[config.mk]
export PLATFORM = sky130hd
export DESIGN_NAME = eeprom_access_arbiter
export DESIGN_NICKNAME = d
export VERILOG_FILES = /design/src/rtl/eeprom_pkg.sv /design/src/rtl/rr_pick.sv /design/src/rtl/eeprom_access_arbiter.sv
export SDC_FILE = /design/constraint.sdc
export NUM_CORES = 1
export LEC_CHECK = 0
export ABC_AREA = 1
export CELL_PAD_IN_SITES_DETAIL_PLACEMENT = 1
export CELL_PAD_IN_SITES_GLOBAL_PLACEMENT = 2
export CORE_UTILIZATION = 28
export CTS_CLUSTER_DIAMETER = 50
export CTS_CLUSTER_SIZE = 14
export DETAILED_ROUTE_END_ITERATION = 6
export PLACE_DENSITY = 0.82
export SLEW_MARGIN = 5
export SYNTH_ARGS = -nofsm -noshare
export SYNTH_HDL_FRONTEND = slang
export SYNTH_SLANG_ARGS = --single-unit
[constraint.sdc]
create_clock -name Clk -period 2.2 [get_ports Clk]
set_input_delay 0.33 -clock Clk [delete_from_list [all_inputs] [get_ports Clk]]
set_output_delay 0.33 -clock Clk [all_outputs]
set_load 0.005 [all_outputs]
[src/rtl/eeprom_pkg.sv]
// Shared definitions for the EEPROM access path: arbiter state encoding,
// timing defaults and fixed EEPROM addressing constants.
package eeprom_pkg;

    typedef enum logic [1:0] {
        StIdle    = 2'd0,
        StBusy    = 2'd1,
        StResp    = 2'd2,
        StHoldoff = 2'd3
    } arb_state_e;

    // Write-cycle holdoff (tWR) of 5 ms at 50 MHz
    localparam int unsigned WR_HOLDOFF_5MS = 250_000;
    // Transaction watchdog of 40 ms at 50 MHz
    localparam int unsigned TIMEOUT_40MS   = 2_000_000;

    localparam logic [7:0]  EEPROM_DEV_ID  = 8'hA0;

    // Base addresses of the stored profile groups
    localparam logic [15:0] PROFILE_BASE_0 = 16'h000A;
    localparam logic [15:0] PROFILE_BASE_1 = 16'h0010;
    localparam logic [15:0] PROFILE_BASE_2 = 16'h0016;
    localparam logic [15:0] PROFILE_BASE_3 = 16'h001C;

endpackage

[src/rtl/rr_pick.sv]
// Combinational round-robin selector: returns the first set request bit at or
// after the pointer, wrapping around to the lowest set bit.
module rr_pick #(
    parameter int unsigned N    = 2,
    parameter int unsigned IdxW = (N > 1) ? $clog2(N) : 1
) (
    input  logic [N-1:0]    i_req,
    input  logic [IdxW-1:0] i_ptr,
    output logic            o_valid,
    output logic [IdxW-1:0] o_idx
);

    // Wrap-around fallback first, then the lowest bit at/after the pointer wins
    always_comb begin
        o_valid = |i_req;
        o_idx   = '0;
        for (int k = N - 1; k >= 0; k--) begin
            if (i_req[k]) begin
                o_idx = IdxW'(k);
            end
        end
        for (int k = N - 1; k >= 0; k--) begin
            if (i_req[k] && (k >= int'(i_ptr))) begin
                o_idx = IdxW'(k);
            end
        end
    end

endmodule

[src/rtl/eeprom_access_arbiter.sv]
// Round-robin arbiter sharing the i2c_control/EEPROM path between NREQ
// requesters, one byte transaction at a time, with write-cycle holdoff and a
// transaction watchdog.
module eeprom_access_arbiter
    import eeprom_pkg::*;
#(
    parameter int unsigned NREQ       = 2,
    parameter int unsigned WR_HOLDOFF = WR_HOLDOFF_5MS,
    parameter int unsigned TIMEOUT    = TIMEOUT_40MS
) (
    input  logic             Clk,
    input  logic             Reset_n,
    input  logic [NREQ-1:0]    req,
    input  logic [NREQ-1:0]    req_wr,
    input  logic [16*NREQ-1:0] req_addr,
    input  logic [8*NREQ-1:0]  req_wdata,
    output logic [NREQ-1:0]    done,
    output logic             err,
    output logic [7:0]       rdata,
    output logic             busy,
    output logic [1:0]       gnt_id,
    output logic             wrreg_req,
    output logic             rdreg_req,
    output logic [15:0]      iic_addr,
    output logic [7:0]       iic_wrdata,
    input  logic [7:0]       iic_rddata,
    input  logic             iic_rw_done
);

    localparam int unsigned IdxW  = $clog2(NREQ);
    localparam int unsigned HoldW = $clog2(WR_HOLDOFF);
    localparam int unsigned TmoW  = $clog2(TIMEOUT) + 1;

    localparam logic [HoldW-1:0] HoldLast = HoldW'(WR_HOLDOFF - 1);
    localparam logic [TmoW-1:0]  TmoLast  = TmoW'(TIMEOUT - 1);
    localparam logic [IdxW-1:0]  LastIdx  = IdxW'(NREQ - 1);

    arb_state_e       r_state, w_state_nxt;
    logic [IdxW-1:0]  r_ptr, w_ptr_nxt;
    logic [IdxW-1:0]  r_gnt, w_gnt_nxt;
    logic             r_is_wr, w_is_wr_nxt;
    logic             r_wrreg, w_wrreg_nxt;
    logic             r_rdreg, w_rdreg_nxt;
    logic [15:0]      r_addr, w_addr_nxt;
    logic [7:0]       r_wdata, w_wdata_nxt;
    logic [7:0]       r_rdata, w_rdata_nxt;
    logic [NREQ-1:0]  r_done, w_done_nxt;
    logic             r_err, w_err_nxt;
    logic             r_busy, w_busy_nxt;
    logic [TmoW-1:0]  r_tmo, w_tmo_nxt;
    logic [HoldW-1:0] r_hold, w_hold_nxt;

    logic             w_pick_valid;
    logic [IdxW-1:0]  w_pick_idx;
    logic [15:0]      w_addr_arr  [NREQ];
    logic [7:0]       w_wdata_arr [NREQ];

    for (genvar g = 0; g < NREQ; g++) begin : g_split
        assign w_addr_arr[g]  = req_addr[16*g +: 16];
        assign w_wdata_arr[g] = req_wdata[8*g +: 8];
    end

    rr_pick #(
        .N    (NREQ),
        .IdxW (IdxW)
    ) u_rr_pick (
        .i_req   (req),
        .i_ptr   (r_ptr),
        .o_valid (w_pick_valid),
        .o_idx   (w_pick_idx)
    );

    // Next-state and next-output logic for the grant/transaction FSM
    always_comb begin
        w_state_nxt = r_state;
        w_ptr_nxt   = r_ptr;
        w_gnt_nxt   = r_gnt;
        w_is_wr_nxt = r_is_wr;
        w_wrreg_nxt = r_wrreg;
        w_rdreg_nxt = r_rdreg;
        w_addr_nxt  = r_addr;
        w_wdata_nxt = r_wdata;
        w_rdata_nxt = r_rdata;
        w_done_nxt  = '0;
        w_err_nxt   = 1'b0;
        w_tmo_nxt   = r_tmo;
        w_hold_nxt  = r_hold;

        case (r_state)
            StIdle: begin
                if (w_pick_valid) begin
                    // Fields are latched here; later changes by the requester are ignored
                    w_state_nxt = StBusy;
                    w_gnt_nxt   = w_pick_idx;
                    w_is_wr_nxt = req_wr[w_pick_idx];
                    w_wrreg_nxt = req_wr[w_pick_idx];
                    w_rdreg_nxt = ~req_wr[w_pick_idx];
                    w_addr_nxt  = w_addr_arr[w_pick_idx];
                    w_wdata_nxt = w_wdata_arr[w_pick_idx];
                    w_tmo_nxt   = '0;
                end
            end
            StBusy: begin
                // Completion takes priority over a coincident timeout
                if (iic_rw_done) begin
                    w_wrreg_nxt        = 1'b0;
                    w_rdreg_nxt        = 1'b0;
                    w_done_nxt[r_gnt]  = 1'b1;
                    w_state_nxt        = StResp;
                    if (!r_is_wr) begin
                        w_rdata_nxt = iic_rddata;
                    end
                end else if (r_tmo == TmoLast) begin
                    w_wrreg_nxt        = 1'b0;
                    w_rdreg_nxt        = 1'b0;
                    w_done_nxt[r_gnt]  = 1'b1;
                    w_err_nxt          = 1'b1;
                    w_state_nxt        = StResp;
                end else begin
                    w_tmo_nxt = r_tmo + 1'b1;
                end
            end
            StResp: begin
                w_ptr_nxt = (r_gnt == LastIdx) ? '0 : r_gnt + 1'b1;
                // An aborted write may still have started a device write cycle
                if (r_is_wr) begin
                    w_hold_nxt  = HoldLast;
                    w_state_nxt = StHoldoff;
                end else begin
                    w_state_nxt = StIdle;
                end
            end
            StHoldoff: begin
                if (r_hold == '0) begin
                    w_state_nxt = StIdle;
                end else begin
                    w_hold_nxt = r_hold - 1'b1;
                end
            end
            default: begin
                w_state_nxt = StIdle;
            end
        endcase

        w_busy_nxt = (w_state_nxt != StIdle);
    end

    // State and registered outputs
    always_ff @(posedge Clk or negedge Reset_n) begin
        if (!Reset_n) begin
            r_state <= StIdle;
            r_ptr   <= '0;
            r_gnt   <= '0;
            r_is_wr <= 1'b0;
            r_wrreg <= 1'b0;
            r_rdreg <= 1'b0;
            r_addr  <= '0;
            r_wdata <= '0;
            r_rdata <= '0;
            r_done  <= '0;
            r_err   <= 1'b0;
            r_busy  <= 1'b0;
            r_tmo   <= '0;
            r_hold  <= '0;
        end else begin
            r_state <= w_state_nxt;
            r_ptr   <= w_ptr_nxt;
            r_gnt   <= w_gnt_nxt;
            r_is_wr <= w_is_wr_nxt;
            r_wrreg <= w_wrreg_nxt;
            r_rdreg <= w_rdreg_nxt;
            r_addr  <= w_addr_nxt;
            r_wdata <= w_wdata_nxt;
            r_rdata <= w_rdata_nxt;
            r_done  <= w_done_nxt;
            r_err   <= w_err_nxt;
            r_busy  <= w_busy_nxt;
            r_tmo   <= w_tmo_nxt;
            r_hold  <= w_hold_nxt;
        end
    end

    assign done       = r_done;
    assign err        = r_err;
    assign rdata      = r_rdata;
    assign busy       = r_busy;
    assign gnt_id     = 2'(r_gnt);
    assign wrreg_req  = r_wrreg;
    assign rdreg_req  = r_rdreg;
    assign iic_addr   = r_addr;
    assign iic_wrdata = r_wdata;

endmodule

# --- Yosys cells after proc, flatten, opt, wreduce, memory -nomap -nowiden ---
# Cells that the tools add are included.
totals:
  elab_cells: 86
  inputBits: 63
  output_inout_bits: 40
  register_bits: 83
classes:
  n_reduce_logical: 13
  bitwise_logic: 3
  mux: 38
  magnitude_cmp: 5
  add_sub_neg: 3
  eq_ne: 10
ops:
  columns: ["operator", "count"]
  rows:
  - ["2-to-1 mux 22 bit", 3]
  - ["2-to-1 mux 16 bit", 3]
  - ["case mux 22 bit (2 select lines)", 1]
  - ["2-to-1 mux 18 bit", 2]
  - ["case mux 18 bit (2 select lines)", 1]
  - ["2-to-1 mux 8 bit", 3]
  - ["adder 22 x 1 -> 22 bit, second input constant", 1]
  - ["== test 22 x 21 -> 1 bit, second input constant", 1]
  - ["zero test 18 bit", 1]
  - ["subtractor 18 x 1 -> 18 bit, second input constant", 1]
  - ["2-to-1 mux 2 bit", 8]
  - ["2-to-1 mux 1 bit", 13]
  - ["AND reduction 3 bit", 3]
  - ["!= test 2 bit, second input constant", 4]
  - ["case mux 2 bit (4 select lines)", 1]
  - ["nonzero test 2 bit", 3]
  - ["== test 2 bit, second input constant", 2]
  - ["less-than comparator 1 x 2 -> 1 bit, second input constant", 2]
  - ["case mux 1 bit (2 select lines)", 2]
  - ["AND reduction 4 bit", 1]
  - ["!= test 3 bit, second input constant", 1]
  - ["== test 2 x 1 -> 1 bit, second input constant", 1]
  - [">= comparator 2 bit, second input constant", 1]
  - ["logical AND 1 bit", 2]
  - ["10 further kinds", 11]

# --- Depth between registers and ports, before layout ---
# Gate-level depths: netlist of run 1.
logic_depth:
  depth_word: 8
  ltp_mapped: 11
  mapped_depth_nobuf: 10

# --- Hierarchy ---
# A second synthesis of run 1 with hierarchy kept.
unflattened:
  hier_cells: 606
  area_unflattened_um2: 4490.6
by_module_without_submodules:
  columns: ["mod", "area_per_inst_um2", "instances", "seq_area_each_um2", "cells_each"]
  rows:
  - ["eeprom_access_arbiter", 4471.8, 1, 2077.0, 602]
  - ["rr_pick", 18.8, 1, 0.0, 4]

# --- Least setup slack after synthesis of run 1 ---
# Ideal clock, no wire load.
synth_timing:
  kind: "register -> register"
  from: "reg r_hold[0]"
  to: "reg r_hold[9]"
  t_arrival_ps: 1545
  stages_incl_launch_ff: 11
  path_buffers: 1
  setup_time_ps: 119
  required_time_ps: 2081
  path_slack_ps: 536
  synth_period_minus_slack_ps: 1664
  path_cell_list: "dfrtp_1 > inv_1 > ha_1 > nand2_1 > nor2_4 > nand3_1 > nand2_2 > nand2_4 > buf_2 > nand3_1 > nand2_1"
synth_between:
  elab_chain_cells: 3
  elab_cells_between_ends: 6
  cone_classes: "add/sub: 1; eq/ne: 1; mux: 2; reduce/logical: 2"
synth_rtl:
  columns: ["element", "line_no", "text"]
  rows:
  - ["start: declaration", "eeprom_access_arbiter.sv:51", "logic [HoldW-1:0] r_hold, w_hold_nxt;"]
  - ["start signal: assignment", "eeprom_access_arbiter.sv:179", "r_hold <= w_hold_nxt;"]
  - ["subtractor 18 x 1 -> 18 bit or zero test 18 bit (tied branches)", "eeprom_access_arbiter.sv:137, eeprom_access_arbiter.sv:134", null]
  - ["2-to-1 mux 18 bit or != test 2 bit (tied branches)", null, null]
  - ["case mux 18 bit (2 select lines) or AND reduction 3 bit (tied branches)", null, null]
# Several ways; a longest one is shown, not always the timed one. The select of a mux whose other input is x is not followed.
# A chain may end at the register's enable or synchronous reset.

# --- Worst setup path after layout of run 1 ---
layout_timing:
  from: "reg r_tmo[0]"
  to: "reg r_tmo[6]"
layout_between:
  elab_chain_cells: 4
  elab_cells_between_ends: 7
  cone_classes: "add/sub: 1; eq/ne: 2; mux: 3; reduce/logical: 1"
layout_rtl:
  columns: ["element", "line_no", "text"]
  rows:
  - ["start: declaration", "eeprom_access_arbiter.sv:50", "logic [TmoW-1:0] r_tmo, w_tmo_nxt;"]
  - ["start signal: assignment", "eeprom_access_arbiter.sv:178", "r_tmo <= w_tmo_nxt;"]
  - ["adder 22 x 1 -> 22 bit", "eeprom_access_arbiter.sv:120", "w_tmo_nxt = r_tmo + 1'b1;"]
  - ["2-to-1 mux 22 bit", "eeprom_access_arbiter.sv:113", "end else if (r_tmo == TmoLast) begin"]
  - ["2-to-1 mux 22 bit", "eeprom_access_arbiter.sv:105", "if (iic_rw_done) begin"]
  - ["case mux 22 bit (2 select lines)", "eeprom_access_arbiter.sv:89", "case (r_state)"]
# Several ways; a longest one is shown, not always the timed one. The select of a mux whose other input is x is not followed.

==> results.md, run 1 <==
- Final antenna diode count: 0
- R2R depth: 8
- Core Area: 15400 um^2
- Slowest CP cell: dfrtp_1
- Fmax: 0.505 GHz
- Async set-reset flop share out of synthesis: 100%
- Synthesized net count: 677
- Pre-antenna DRT Iters: 4
- Post-Synthesis Cells: roughly 600
- Largest net degree at the start of global routing: 65
- DR DRC count: 0
- Worst-skew pair later-pin latency: between 300 and 400 ps
- Pwr Total: 0.00695 W
- Core Util, Final: roughly 40%
- Sw frac: approximately 36%
- Layout cells sized above 1: 7.19%
- Crit path top cell by count: nand2_1
- Total track usage: between 10% and 20%
- Routability cong.: a little over 0.8
- Setup Crit Path Kind: register to register
- Combinational power share: between 40% and 50%
- Clock Power Share: approximately 26%
- Most frequent cells in the layout: nand2_1, nor2_1, clkdlybuf4s50_1, dfrtp_1, a21oi_1
- Post-route cell area: 6140 um^2
- Num rows: 45
- Die Wd: 129 um
- Fill count: 1910
- RSZ-0062 raised after global routing: false
- ANT nets after route: 0
- Register bit total from synthesis: 83
- Final hold vios: 0
- Area Growth Syn to Fin: 36.5%
- Status: finished, final reports clean
- DRT Wirelength: ~14000 um
- Clock Pin Slew Worst Setup and Hold Paths: around 60 ps
- Mean Syn Cell Area: 7.36 um^2
- Crit-path cells: ha_1 -> inv_1 -> nor3_4 -> nand3_4 -> nand2_1 -> nand2_1 -> nand3_1 -> nand2_1
- Sequential area share after synthesis: between 40% and 50%
- Setup TNS: 0 ps
- Via count: approximately 4.4k
- # nets final: 783
- Crit-path max cell delay: between 400 and 500 ps
- Setup Skew: between 10 and 15 ps
- Power Dens Cells: roughly 1100 nW/um^2
- Number of synthesis warnings: 0
- Number of global-route vias before repair: 4745
- Post-synthesis cell type count: 31
- Clk buf depth: 2
- Placed cells: ~920
- Hold WC Path Type: primary input to async pin
- # H-tree levels: 3
- Sw power: 0.00251 W
- Number of synthesized flops with an enable pin: 0
- Sequential power share: between 30% and 40%
- Initial Utilization: between 20% and 30%
- Non-Filler Instances: slightly above 900
- Final min period: 1980 ps
- Initial antenna violation count: 0
- Root buf cell: clkbuf_16
- Max FO, Critical Path: 11
- CTS tree: done
- Commonest non-fill, non-tap cell in the layout: nand2_1
- Cts bufs inserted: 9
- Crit end category: register
- Drt wl/cell: 15.3 um
- Buffers & Inverters on Critical Path: 1
- Fin crit share: 90.0%
- First-pass GRT wire length: between 20000 and 25000 um
- Final setup viols: 0
- Worst EP required: 2440 ps
- Port buffer count: 101
- Placed Area: 5780 um^2
- Max-slew violations: 0
- Cell Int Power: 0.00443 W
- Routed vias/inst: 4.68
- Max-Cap Viols: 0
- CP top delay family: simple AND/OR/NAND/NOR gates
- Stages on the worst setup path: 8
- Post-CTS setup buffers: 0
- Die span in y: between 100 and 150 um
- DIE AREA: approximately 17000 um^2
- CP Launch Type: register
- Peak VDD IR: 0.000479 V
- CP arrival: 2220 ps
- DRT iter0 DRCs: 129
- Synthesized area: 4500 um^2
- Main synth FF type: dfrtp_1
- CTS sink cnt: 83
- Detailed Place HPWL: around 11000 um
- Leak Pwr: 2.65 nW
- Remaining global-route overflow: 0
- Num ports: 103
-- layout make-up --
type	count	area [um^2]	share of cell area (%)
multi-input combinational	462	2140	34.8
sequential	83	2080	33.8
inverter	48	180	2.93
clock inverter	6	111	1.81
tap	211	264	4.30
timing repair buffer	114	1130	18.4
clock buffer	10	239	3.89
-- through the flow --
stage | worst slack (ps) | hold slack, ps
after global placement | 331 | 246
after detailed placement | 219 | 248
after global routing | 57.4 | 437
after CTS | 221 | 422
after floorplan | 536 | 34.4
final | 220 | 416
-- state kept, by name, summed over array words and instances (netlist names), 2 cells and up --
name	count
r_tmo	22
r_hold	18
done	2
rdata	8
iic_wrdata	8
r_state	2
iic_addr	16
-- routing by layer --
metal  share of wire, %  up-vias  GRT usage (%)  wire (um)
met5                  0        -              0          0
met4               0.67        0           3.53         95
met3                5.5       13           5.78        785
met2                 50       80           32.5       7140
met1                 44     2120           21.9       6270
li1                   -     2154              -          -
-- synthesized netlist by cell type (2+ instances only) --
master | instances | area share (%)
nand2_1 | 185 | 15
nor2_1 | 106 | 8.8
dfrtp_1 | 83 | 46
a21oi_1 | 49 | 5.4
nand3_1 | 47 | 5.2
inv_1 | 43 | 3.6
o21ai_0 | 19 | 2.1
o21ai_1 | 12 | 1.3
xor2_1 | 11 | 2.1
mux2_2 | 8 | 2.0
clkbuf_1 | 7 | 0.58
buf_2 | 4 | 0.44
nand4_1 | 4 | 0.56
o21bai_1 | 4 | 0.67
buf_4 | 3 | 0.50
buf_6 | 3 | 0.75
inv_2 | 3 | 0.25
nand2_2 | 3 | 0.42
buf_1 | 2 | 0.17
clkinv_1 | 2 | 0.17
ha_1 | 2 | 0.56
nor2_4 | 2 | 0.50
xnor2_1 | 2 | 0.39
-- path summary, 6_finish.rpt --
kind / from / slack (ps) / to
setup / recovery: r_tmo[0] / 220 / r_tmo[6]
hold / removal: Reset_n / 420 / err
setup reg to reg: r_tmo[0] / 220 / r_tmo[6]
hold reg to reg: rdreg_req / 490 / rdreg_req
max in group asynchronous: Reset_n / 1140 / r_hold[7]
min in group Clk: rdreg_req / 490 / rdreg_req
-- power groups by stage --
stage	clock network [W]	registers [W]	logic, W
after floorplan	0	0.00233	0.00148
after global routing	0.00190	0.00242	0.00316
after global placement	0	0.00234	0.00277
after detailed placement	0	0.00237	0.00284
after CTS	0.00185	0.00235	0.00287
final	0.00180	0.00234	0.00281
-- cells by family after synthesis --
logic type,synth area share (%)
simple gates,32.3
compound gates,9.92
flops,46.1
buf+inv,6.45
xor+xnor,2.53
mux,2.00
fa+ha+maj,0.556
other cells,0.0833
-- what timing repair did --
item / CTS / global route
hold endpoints to repair: 19 / 0
gates resized for setup: 0 / 0
hold buffers: 1 / 0
(Power assumes the default switching activity.)
==> inputs of run 2 (changes only) <==
==> constraint.sdc (replaced) <==
create_clock -name Clk -period 1.97 [get_ports Clk]
set_input_delay 0.2955 -clock Clk [delete_from_list [all_inputs] [get_ports Clk]]
set_output_delay 0.2955 -clock Clk [all_outputs]
set_load 0.005 [all_outputs]
==> run 2 against run 1 <==
  * Worst setup slack worse by 53 ps
  * Worst hold slack better by 53 ps
  * Clock skew fell by 4.9 ps
  * Critical path depth is 2 higher
  * Utilization up 0.77 points
  * Combinational power grew 15%
  * Design area is 1.9% higher
  * Die area is the same
  * Non-clock buffer count is 16 higher
  * Sequential power increased by 12%
  * Via count up 1.6%
  * Fmax grew 9.8%
==> results.md, run 2 (synthesis gave the netlist of run 1 again) <==
- Status: finished, final reports clean
- Max-slew violations: 0
- Num rows: 45
- Most frequent cells in the layout: nand2_1, nor2_1, clkdlybuf4s50_1, dfrtp_1, a21oi_1
- Max-Cap Viols: 0
- CTS tree: done
- DR DRC count: 0
- Post-route cell area: between 6000 and 7000 um^2
- # H-tree levels: 3
- DRT iter0 DRCs: 149
- Crit-path max cell delay: about 400 ps
- Peak VDD IR: 0.000522 V
- Final setup viols: 0
- Fin crit share: between 90% and 100%
- Worst EP required: 2200 ps
- Clock Pin Slew Worst Setup and Hold Paths: 60 ps
- Final hold vios: 0
- Power Dens Cells: approximately 1300 nW/um^2
- Core Area: 15400 um^2
- Routability cong.: 0.810
- Sw power: 0.00283 W
- Area Growth Syn to Fin: 39.1%
- Pre-antenna DRT Iters: 4
- Drt wl/cell: between 15 and 20 um
- Max FO, Critical Path: 7
- Cts bufs inserted: 9
- Number of global-route vias before repair: 4856
- ANT nets after route: 0
- CP Launch Type: register
- Commonest non-fill, non-tap cell in the layout: nand2_1
- Final min period: 1800 ps
- Final antenna diode count: 0
- Initial antenna violation count: 0
- # nets final: 799
- Combinational power share: approximately two fifths
- Crit path top cell by count: nand3_1
- Sequential power share: 33.5%
- Routed vias/inst: 4.68
- Setup Crit Path Kind: register to register
- CTS sink cnt: 83
- Clock Power Share: around a quarter
- First-pass GRT wire length: 24300 um
- Root buf cell: clkbuf_16
- Port buffer count: about 100
- Die Wd: 129 um
- Multi-input logic area: 2150 um^2
- Num ports: 103
- Fill count: between 1.5k and 2k
- Via count: roughly 4.4k
- Sw frac: 36.1%
- Worst reg2reg path startpoint: r_hold[0]
- Sequential Area: between 2000 and 2500 um^2
- Worst-skew pair later-pin latency: 340 ps
- Clk buf depth: 2
- CP arrival: between 2000 and 2500 ps
- Pin slew with the least headroom to its limit: 502 ps
- Slowest CP cell: dfrtp_1
- Largest net degree at the start of global routing: 39
- DIE AREA: 16600 um^2
- Core Util, Final: around 41%
- Detailed Place HPWL: 11000 um
- Placed Area: 5900 um^2
- Fmax: 0.555 GHz
- Initial Utilization: 29.2%
- R2R depth: 10
- CP top delay family: simple AND/OR/NAND/NOR gates
- Leak Pwr: 2.73 nW
- Buffers & Inverters on Critical Path: 2
- Worst reg2reg path endpoint: r_hold[8]
- DRT Wirelength: 14500 um
- R2R Setup Slk: 170 ps
- Layout cells sized above 1: 9.35%
- Crit end category: register
- Max_slew headroom: around two thirds
- Remaining global-route overflow: 0
- Hold WC Path Type: primary input to async pin
- Max reg flops: 22
- Setup TNS: 0 ps
- Setup Skew: 7.73 ps
- RSZ-0062 raised after global routing: false
- Total track usage: 18.7%
- Stages on the worst setup path: 10
- Crit-path cells: inv_1 -> ha_2 -> nand2_1 -> nor2_4 -> nand3_1 -> nand2_2 -> nand2_4 -> buf_4 -> nand3_1 -> o21ai_1
- Cell Int Power: 0.00502 W
- Die span in y: 129 um
- Register with the most flip-flops: r_tmo
## run 2: final cells by class
class,count,share of cell area (%)
clock buffer,11,3.88
sequential,83,33.2
tap,211,4.21
inverter,48,2.88
clock inverter,4,1.58
timing repair buffer,130,20.0
multi-input combinational,462,34.3
## run 2: per-stage QoR
step / hold WS, ps / setup WS (ps) / std cells / total power, W
floorplan: -0.0911 / 306 / 612 / 0.00426
global placement: 301 / 155 / 933 / 0.00580
detailed placement: 309 / 139 / 933 / 0.00592
CTS: 485 / 130 / 949 / 0.00795
global route: 497 / 15.4 / 949 / 0.00844
finish: 469 / 167 / 949 / 0.00785
## run 2: how the worst max path moves through the flow
stage          startpoint  slack [ps]         end
2_1_floorplan   r_hold[0]         310   r_hold[9]
3_5_place_dp       req[1]         140   rdreg_req
5_1_grt         r_hold[0]          20  r_hold[13]
4_1_cts         r_hold[0]         130  r_hold[13]
6_report        r_hold[0]         170   r_hold[8]
3_3_place_gp       req[1]         160   wrreg_req
## run 2: layer usage
layer  vias up  wire, um  track usage (%)  part of all wire [%]
met5         -         0                0                     0
met4         0       227             5.33                   1.6
met3        18       704             4.82                   4.9
met2        89      7210             32.4                    50
met1      2149      6310             22.8                    44
li1       2182         -                -                     -
## run 2: timing repair
action                                  CTS  global route
hold endpoints to repair                 32             0
endpoints found under the setup margin    0             8
hold buffers                              1             0
resized for setup                         0             3
setup buffers                             0             0
## run 2: power by group through the flow
stage               clock network [W]  logic (W)  registers [W]
floorplan                           0    0.00166        0.00260
finish                        0.00199    0.00323        0.00263
global route                  0.00212    0.00360        0.00271
global placement                    0    0.00317        0.00263
detailed placement                  0    0.00326        0.00265
CTS                           0.00203    0.00328        0.00264
## run 2: worst register-to-register path, cell delays in order, from the launching register on
cell and delay (ps):
dfrtp_1 400, inv_1 140, ha_2 230, nand2_1 120, nor2_4 140, nand3_1 100, nand2_2 150, nand2_4 90
buf_4 180, nand3_1 80, o21ai_1 80
